[src/rtl/aoi_pipe_lanes.sv]
// aoi_pipe_lanes
//   WIDTH-lane bitwise AND-OR / NOR pipeline:
//     x = (a & b) | c,  y = ~(x | d)
//   Stage 1 registers the operands, stage 2 registers x/y, and stages
//   3..STAGES carry x/y forward. Every stage has its own valid bit and loads
//   whenever it is empty or its content moves on. Empty slots therefore
//   collapse under a stall, and the input only back-pressures once every
//   stage holds a beat.
//
//   Optional feature macro: AOI_PIPE_CNT_EN adds a 16-bit beat_count output.
//   It counts transfers out and wraps from 16'hFFFF to 0.
//
// Ports
//   clk         in   1      clock, rising edge
//   reset       in   1      synchronous active-high reset
//   valid_in    in   1      a/b/c/d carry a beat
//   ready_in    out  1      block accepts a beat this cycle
//   a,b,c,d     in   WIDTH  operand lanes
//   valid_out   out  1      x/y carry a result
//   ready_out   in   1      downstream takes the result this cycle
//   x,y         out  WIDTH  result lanes
//   beat_count  out  16     results delivered (AOI_PIPE_CNT_EN only)
module aoi_pipe_lanes #(
  parameter int WIDTH  = 1,
  parameter int STAGES = 2
) (
  input  logic             clk,
  input  logic             reset,
  input  logic             valid_in,
  output logic             ready_in,
  input  logic [WIDTH-1:0] a,
  input  logic [WIDTH-1:0] b,
  input  logic [WIDTH-1:0] c,
  input  logic [WIDTH-1:0] d,
  output logic             valid_out,
  input  logic             ready_out,
  output logic [WIDTH-1:0] x,
  output logic [WIDTH-1:0] y
`ifdef AOI_PIPE_CNT_EN
  ,
  output logic [15:0]      beat_count
`endif
);

  logic [STAGES:1]  v;
  logic [STAGES:1]  load;
  logic             carry;
  logic [WIDTH-1:0] a_q, b_q, c_q, d_q;
  logic [WIDTH-1:0] x_q [2:STAGES];
  logic [WIDTH-1:0] y_q [2:STAGES];
  logic [WIDTH-1:0] x_c, y_c;

  // A stage may load when it, or any stage downstream of it, is empty, or
  // when the output is being taken. Walking from the output backwards gives
  // load[i] = !v[i] | load[i+1]. That is equivalent to !v[i] | (v[i] & load[i+1]).
  always_comb begin
    load  = '0;
    carry = ready_out;
    for (int i = STAGES; i >= 1; i--) begin
      carry   = !v[i] | carry;
      load[i] = carry;
    end
  end

  assign x_c = (a_q & b_q) | c_q;
  assign y_c = ~(x_c | d_q);

  assign ready_in  = load[1] & !reset;
  assign valid_out = v[STAGES] & !reset;
  assign x         = x_q[STAGES];
  assign y         = y_q[STAGES];

  // Data registers only capture a valid beat. A bubble therefore leaves the
  // last delivered result on x/y instead of shuffling stale data.
  always_ff @(posedge clk) begin
    if (reset) begin
      v   <= '0;
      a_q <= '0;
      b_q <= '0;
      c_q <= '0;
      d_q <= '0;
      for (int i = 2; i <= STAGES; i++) begin
        x_q[i] <= '0;
        y_q[i] <= '0;
      end
    end else begin
      if (load[1]) begin
        v[1] <= valid_in;
        if (valid_in) begin
          a_q <= a;
          b_q <= b;
          c_q <= c;
          d_q <= d;
        end
      end
      if (load[2]) begin
        v[2] <= v[1];
        if (v[1]) begin
          x_q[2] <= x_c;
          y_q[2] <= y_c;
        end
      end
      for (int i = 3; i <= STAGES; i++) begin
        if (load[i]) begin
          v[i] <= v[i-1];
          if (v[i-1]) begin
            x_q[i] <= x_q[i-1];
            y_q[i] <= y_q[i-1];
          end
        end
      end
    end
  end

`ifdef AOI_PIPE_CNT_EN
  always_ff @(posedge clk) begin
    if (reset) begin
      beat_count <= '0;
    end else if (valid_out && ready_out) begin
      beat_count <= beat_count + 16'd1;
    end
  end
`else
  // Delivered-beat counter is not built in this configuration.
`endif

endmodule

[config.mk]
export PLATFORM = sky130hd
export DESIGN_NAME = aoi_pipe_lanes
export DESIGN_NICKNAME = d
export VERILOG_FILES = /design/src/rtl/aoi_pipe_lanes.sv
export SDC_FILE = /design/constraint.sdc
export NUM_CORES = 1
export LEC_CHECK = 0
export BUFFER_PORTS_ARGS = -buffer_cell sky130_fd_sc_hd__buf_2
export CORE_AREA = 2 2 39 41
export DETAILED_ROUTE_END_ITERATION = 12
export DIE_AREA = 0 0 41 43
export PLACE_DENSITY_LB_ADDON = 0.1
export SYNTH_ARGS = -nofsm -noshare
export SYNTH_HDL_FRONTEND = slang
export SYNTH_SLANG_ARGS = --single-unit
export TNS_END_PERCENT = 50
[constraint.sdc]
create_clock -name clk -period 1.3 [get_ports clk]
set_clock_uncertainty 0.1 [all_clocks]
set_input_delay 0.13 -clock clk [delete_from_list [all_inputs] [get_ports clk]]
set_output_delay 0.13 -clock clk [all_outputs]
set_load 0.02 [all_outputs]
==> results of run 1 <==
## cells in the mapped netlist, drive strengths merged
| library cell | number | area, µm² |
|---|---|---|
| nor2 | 5 | 18.8 |
| nand2b | 9 | 56.3 |
| o21ai | 1 | 5.00 |
| a21oi | 1 | 5.00 |
| dfxtp | 6 | 120 |
| inv | 2 | 7.51 |
| nor2b | 1 | 8.76 |
| and3b | 1 | 8.76 |
| edfxtp | 2 | 60.1 |
| mux2i | 4 | 40.0 |
| nor3b | 1 | 7.51 |
| a21o | 1 | 7.51 |
| buf | 1 | 11.3 |
| clkbuf | 1 | 3.75 |
| nor4 | 1 | 6.26 |
## worst max-delay path: cells and delay by family (launching register included)
kind	cells	cell delay (ps)
buffers and inverters	1	160
DFF	1	310
and+or+nand+nor	2	300
## report_power, final
| part | total, mW | internal [mW] | switching, mW |
|---|---|---|---|
| clock network | 0.204 | 0.118 | 0.0868 |
| registers | 0.278 | 0.271 | 0.00705 |
| logic | 0.0672 | 0.0319 | 0.0353 |
## cells in the final DEF (no fill, tap or decap), types with 2 or more instances in the layout
cell type  count
buf_2         11
dfxtp_1        6
clkbuf_4       3
nand2b_1       9
inv_1          2
edfxtp_1       2
mux2i_1        4
nor2_1         5
## cells by family after synthesis
family                 Yosys count  synth area share
AND/OR/NAND/NOR                 18             0.290
flip-flops                       8             0.491
multiplexers                     4             0.109
buffers and inverters            4            0.0614
AO/OA/AOI/OAI                    3            0.0478
## final cells by class
type / count / area [µm²] / area share
Sequential cell: 8 / 180 / 0.398
Multi-Input combinational cell: 25 / 164 / 0.362
Timing Repair Buffer: 11 / 55.1 / 0.122
Clock buffer: 4 / 26.3 / 0.0580
Tap cell: 16 / 20.0 / 0.0442
Inverter: 2 / 7.51 / 0.0166
## metrics by stage
step                utilization  cells  setup TNS [ps]
detailed placement        0.308     62               0
floorplan                     -     37               0
finish                    0.327     66               0
global route              0.327     66           -5.97
CTS                       0.327     66               0
global placement          0.308     62               0
## per-layer routing
| layer | GRT usage | up-vias | part of all wire |
|---|---|---|---|
| met5 | 0 | - | 0 |
| met1 | 0.105 | 116 | 0.45 |
| met3 | 0.0314 | 0 | 0.077 |
| met4 | 0.100 | 0 | 0 |
| li1 | - | 146 | - |
| met2 | 0.125 | 9 | 0.47 |
## sequential cells by signal, indices dropped and copies added (netlist names)
register	cells
y_q	1
d_q	1
a_q	1
x_q	1
c_q	1
b_q	1
v	2
## final timing paths
check,startpoint,endpoint,cells after the start
hold / removal,valid_in,v[1]$_SDFFE_PP0N_,3
setup reg to reg,v[1]$_SDFFE_PP0N_,b_q$_SDFFE_PP0P_,3
setup / recovery,v[1]$_SDFFE_PP0N_,ready_in,3
hold reg to reg,b_q$_SDFFE_PP0P_,b_q$_SDFFE_PP0P_,2
==> results.sh, run 1 <==
export IMPL_status="complete, no violations"
export IMPL_min_path_type="in -> reg"
export IMPL_cts_root_buf="clkbuf_4"
export IMPL_endpoint_kind="primary output"
export IMPL_final_hold_viol_count=0
export IMPL_rows=14
export IMPL_dr_pass1_iters=1
export IMPL_drt_iter0_drc=0
export IMPL_vias=271
export IMPL_fill_cells=155
export IMPL_cts_buffers=3
export IMPL_slew_viol_final=0
export IMPL_p_per_area_nw_per_um2=1210
export IMPL_whs_ps=4.85
export IMPL_syn_nets=45
export IMPL_cp_arrival_ps=1020
export IMPL_placed_cell_area_um2=427
export IMPL_irDropWorstVdd_mv=0.440
export IMPL_worst_skew_pair_late_latency_ps=250
export IMPL_grt_setup_unrepaired="yes"
export IMPL_p_total_mw=0.550
export IMPL_start_kind="register"
export IMPL_setup_ws_ps=49.8
export IMPL_vias_per_cell=4.11
export IMPL_fin_crit_sh=0.962
export IMPL_grt_antenna_before_repair=0
export IMPL_path_max_fanout=3
export IMPL_track_usage=0.0938
export IMPL_cts_tree="done"
export IMPL_drc_errors=0
export IMPL_synth_area_per_cell_um2=9.91
export IMPL_cpMaxStageDelayCell="dfxtp_1"
export IMPL_ys_warn_count=0
export IMPL_gp_congestion=0.612
export IMPL_synth_cell_type_count=15
export IMPL_path_clk_slew_ps=50
export IMPL_grt_max_degree=16
export IMPL_cts_repair_resized=0
export IMPL_grt_overflow=0
export IMPL_cpPeakStageDelay_ps=310
export IMPL_synth_seq_cells=8
export IMPL_cts_sinks=8
export IMPL_area_growth_pct=23.5
export IMPL_fmax_mhz=800
export IMPL_power_leakage_nw=0.214
export IMPL_maxSlewHeadroom=0.811
export IMPL_ant_nets=0
export IMPL_cp_data_required_time_ps=1070
export IMPL_hold_buffers=0
export IMPL_n_antenna_cell=0
export IMPL_die_w_um=41
export IMPL_place_ws_ps=99.1
export IMPL_path_class="reg -> out"
export IMPL_synth_seq_area_share=0.491
export IMPL_routed_wl_um=613
export IMPL_dp_hpwl_um=443
export IMPL_syn_instance_count=37
export IMPL_dieArea_um2=1760
export IMPL_cts_buffer_depth=2
export IMPL_grt_pass1_vias=259
export IMPL_drv_cap=0
export IMPL_syn_area_um2=367
export IMPL_drive_above_1_share=0.300
export IMPL_postCtsSetupRepairBufs=0
export IMPL_avgRoutedWirePerCell_um=9.29
export IMPL_start_util=0.265
export IMPL_core_area_um2=1380
export IMPL_post_route_min_period_ps=1250
export IMPL_portBuffers=11
export IMPL_io_pins=12
export IMPL_design_area_um2=453
export IMPL_grt_pass1_wl_um=1030
export IMPL_ff2ff_setup_slack_ps=120
export IMPL_setup_viol=0
export IMPL_tightest_slew_ps=282
export IMPL_dieHeight_um=43
export IMPL_fin_nets=59
export IMPL_htree_levels=1
export IMPL_path_cells="and3b_1, nor2_1, buf_2"
Power figures use the tool's default switching activity.
==> run 2, diff against run 1 <==
--- a/config.mk
+++ b/config.mk
@@ -5,6 +5,7 @@
 export SDC_FILE = /design/constraint.sdc
 export NUM_CORES = 1
 export LEC_CHECK = 0
+export ABC_AREA = 1
 export BUFFER_PORTS_ARGS = -buffer_cell sky130_fd_sc_hd__buf_2
 export CORE_AREA = 2 2 39 41
 export DETAILED_ROUTE_END_ITERATION = 12
==> run 2 against run 1 <==
Compared with the run above: first-iteration DRC count grew 4; sequential share of layout area shrank 2.6 points; flip-flop and latch count stayed put; cell count up 24%; via count is 27% higher; fmax is 5.8% higher; total power is 1.5% higher; critical path type unchanged; critical endpoint unchanged; largest power group unchanged.
==> results.sh, run 2 <==
export IMPL_cp_data_required_time_ps=1070
export IMPL_min_path_cells=4
export IMPL_r2r_start="v[1]$_SDFFE_PP0N_"
export IMPL_highest_layer="met3"
export IMPL_path_clk_slew_ps=60
export IMPL_synth_seq_cells=8
export IMPL_ant_nets=0
export IMPL_synth_seq_area_share=0.497
export IMPL_r2r_end="b_q$_SDFFE_PP0P_"
export IMPL_cts_tree="done"
export IMPL_tightest_slew_ps=217
export IMPL_ff2ff_setup_slack_ps=310
export IMPL_power_leakage_nw=0.257
export IMPL_maxSlewHeadroom=0.855
export IMPL_drive_above_1_share=0.318
export IMPL_wl_met3_um=53
export IMPL_dr_pass1_iters=4
export IMPL_ys_top_cells_by_area="dfxtp_1, edfxtp_1, a21oi_1"
export IMPL_design_area_um2=492
export IMPL_p_total_mw=0.558
export IMPL_finalSetupTns_ps=0
export IMPL_syn_instance_count=48
export IMPL_p_per_area_nw_per_um2=1140
export IMPL_synth_common_cells="inv_1, nand2_1, a21oi_1, nor2_1, dfxtp_1"
export IMPL_met1_length_um=308
export IMPL_grt_pass1_vias=303
export IMPL_path_cells="nand3_4, nand2_1, inv_1, buf_2"
export IMPL_place_ws_ps=282
export IMPL_grt_antenna_before_repair=0
export IMPL_cpMaxStageDelayCell="dfxtp_2"
export IMPL_placed_cells=74
export IMPL_yosys_area_top_type_share=0.331
export IMPL_cts_buffer_depth=2
export IMPL_ff2ff_path_depth=4
export IMPL_final_common_cell="buf_2"
export IMPL_cp_top_family="flip-flops"
export IMPL_gp_congestion=0.589
export IMPL_largest_register_ffs=2
export IMPL_dieArea_um2=1760
export IMPL_routed_wl_um=661
export IMPL_start_util=0.262
export IMPL_synth_top_area_cell="dfxtp_1"
export IMPL_area_growth_pct=35.5
export IMPL_portBuffers=11
export IMPL_cpPeakStageDelay_ps=350
export IMPL_dp_hpwl_um=519
export IMPL_top_register="v"
export IMPL_track_usage=0.103
export IMPL_placed_cell_area_um2=430
export IMPL_crit_buf_inv=2
export IMPL_status="complete, no violations"
export IMPL_whs_ps=88.1
export IMPL_die_w_um=41
export IMPL_async_reset_ff_frac=0
export IMPL_synth_cell_type_count=10
export IMPL_slew_viol_final=0
export IMPL_path_max_fanout=6
export IMPL_cp_arrival_ps=950
export IMPL_syn_area_um2=363
export IMPL_grt_setup_unrepaired="no"
export IMPL_grt_pass1_wl_um=1150
export IMPL_vias_per_cell=4.20
export IMPL_cts_buffers=3
export IMPL_vias=344
export IMPL_dieHeight_um=43
export IMPL_start_kind="register"
export IMPL_final_hold_viol_count=0
export IMPL_setup_ws_ps=118
export IMPL_min_path_type="in -> reg"
export IMPL_hold_path_startpoint="reset"
export IMPL_drv_cap=0
export IMPL_syn_nets=56
export IMPL_rows=14
export IMPL_grt_max_degree=11
export IMPL_core_area_um2=1380
export IMPL_holdPathEnd="b_q$_SDFFE_PP0P_"
export IMPL_irDropWorstVdd_mv=0.374
export IMPL_drc_errors=0
export IMPL_cts_root_buf="clkbuf_4"
export IMPL_synth_area_per_cell_um2=7.56
export IMPL_instances_no_fill=82
export IMPL_cts_sinks=8
export IMPL_synthFlopType="dfxtp_1"
export IMPL_postLayoutCoreUtil=0.355
export IMPL_fmax_mhz=846
export IMPL_ys_warn_count=0
export IMPL_fin_crit_sh=0.909
export IMPL_wl_met2_um=300
export IMPL_fin_nets=75
export IMPL_drt_iter0_drc=4
export IMPL_endpoint_kind="primary output"
export IMPL_io_pins=12
export IMPL_n_antenna_cell=0
export IMPL_post_route_min_period_ps=1180
export IMPL_worst_skew_pair_late_latency_ps=250
export IMPL_synth_edf_count=2
export IMPL_path_class="reg -> out"
export IMPL_avgRoutedWirePerCell_um=8.06
export IMPL_layout_common_cells="buf_2, inv_1, nand2_1"
export IMPL_grt_overflow=0
export IMPL_setup_viol=0
export IMPL_htree_levels=1
run 2: power breakdown:
group,switching [mW],internal (mW),total [mW]
combinational,0.0431,0.0322,0.0753
sequential,0.00918,0.273,0.282
clock,0.0832,0.117,0.201
run 2: layout make-up:
cell class,instances,area [µm²]
timing repair buffer,15,87.6
clock buffer,4,26.3
inverter,10,37.5
sequential,8,183
tap,16,20.0
fill,158,892
multi-input combinational,29,138
run 2: tightest hold or removal path: cells and delay by family:
kind / cells / cell delay [ps]
buf+inv: 2 / 170
simple gates: 2 / 100
run 2: what timing repair did:
action | in CTS | in global routing
hold buffers | 1 | 0
setup buffers | 0 | 3
endpoints found under the setup margin | 0 | 1
hold endpoints to repair | 2 | 0
resized for setup | 0 | 2
run 2: layer usage:
layer	up-vias	GRT usage
li1	187	-
met1	146	0.136
met2	11	0.122
met3	0	0.0628
met4	0	0.0600
met5	-	0
run 2: logic make-up (layout without fill, tap and decap cells):
logic type      after synthesis  count (layout)  share of synthesized area
simple gates                 22              22                      0.283
buf+inv                      11              29                      0.124
flops                         8               8                      0.497
compound gates                7               7                     0.0965
run 2: worst max-delay path by stage:
| stage | start | to | slack, ps | cells after the start |
|---|---|---|---|---|
| 3_5_place_dp | v[2]$_SDFFE_PP0P_ | ready_in | 280 | 4 |
| 6_report | v[1]$_SDFFE_PP0N_ | ready_in | 120 | 4 |
| 2_1_floorplan | v[2]$_SDFFE_PP0P_ | x_q[2]$_DFFE_PP_ | 340 | 3 |
| 3_3_place_gp | v[1]$_SDFFE_PP0N_ | ready_in | 280 | 4 |
| 5_1_grt | v[2]$_SDFFE_PP0P_ | ready_in | 20 | 4 |
| 4_1_cts | v[2]$_SDFFE_PP0P_ | ready_in | 2 | 4 |
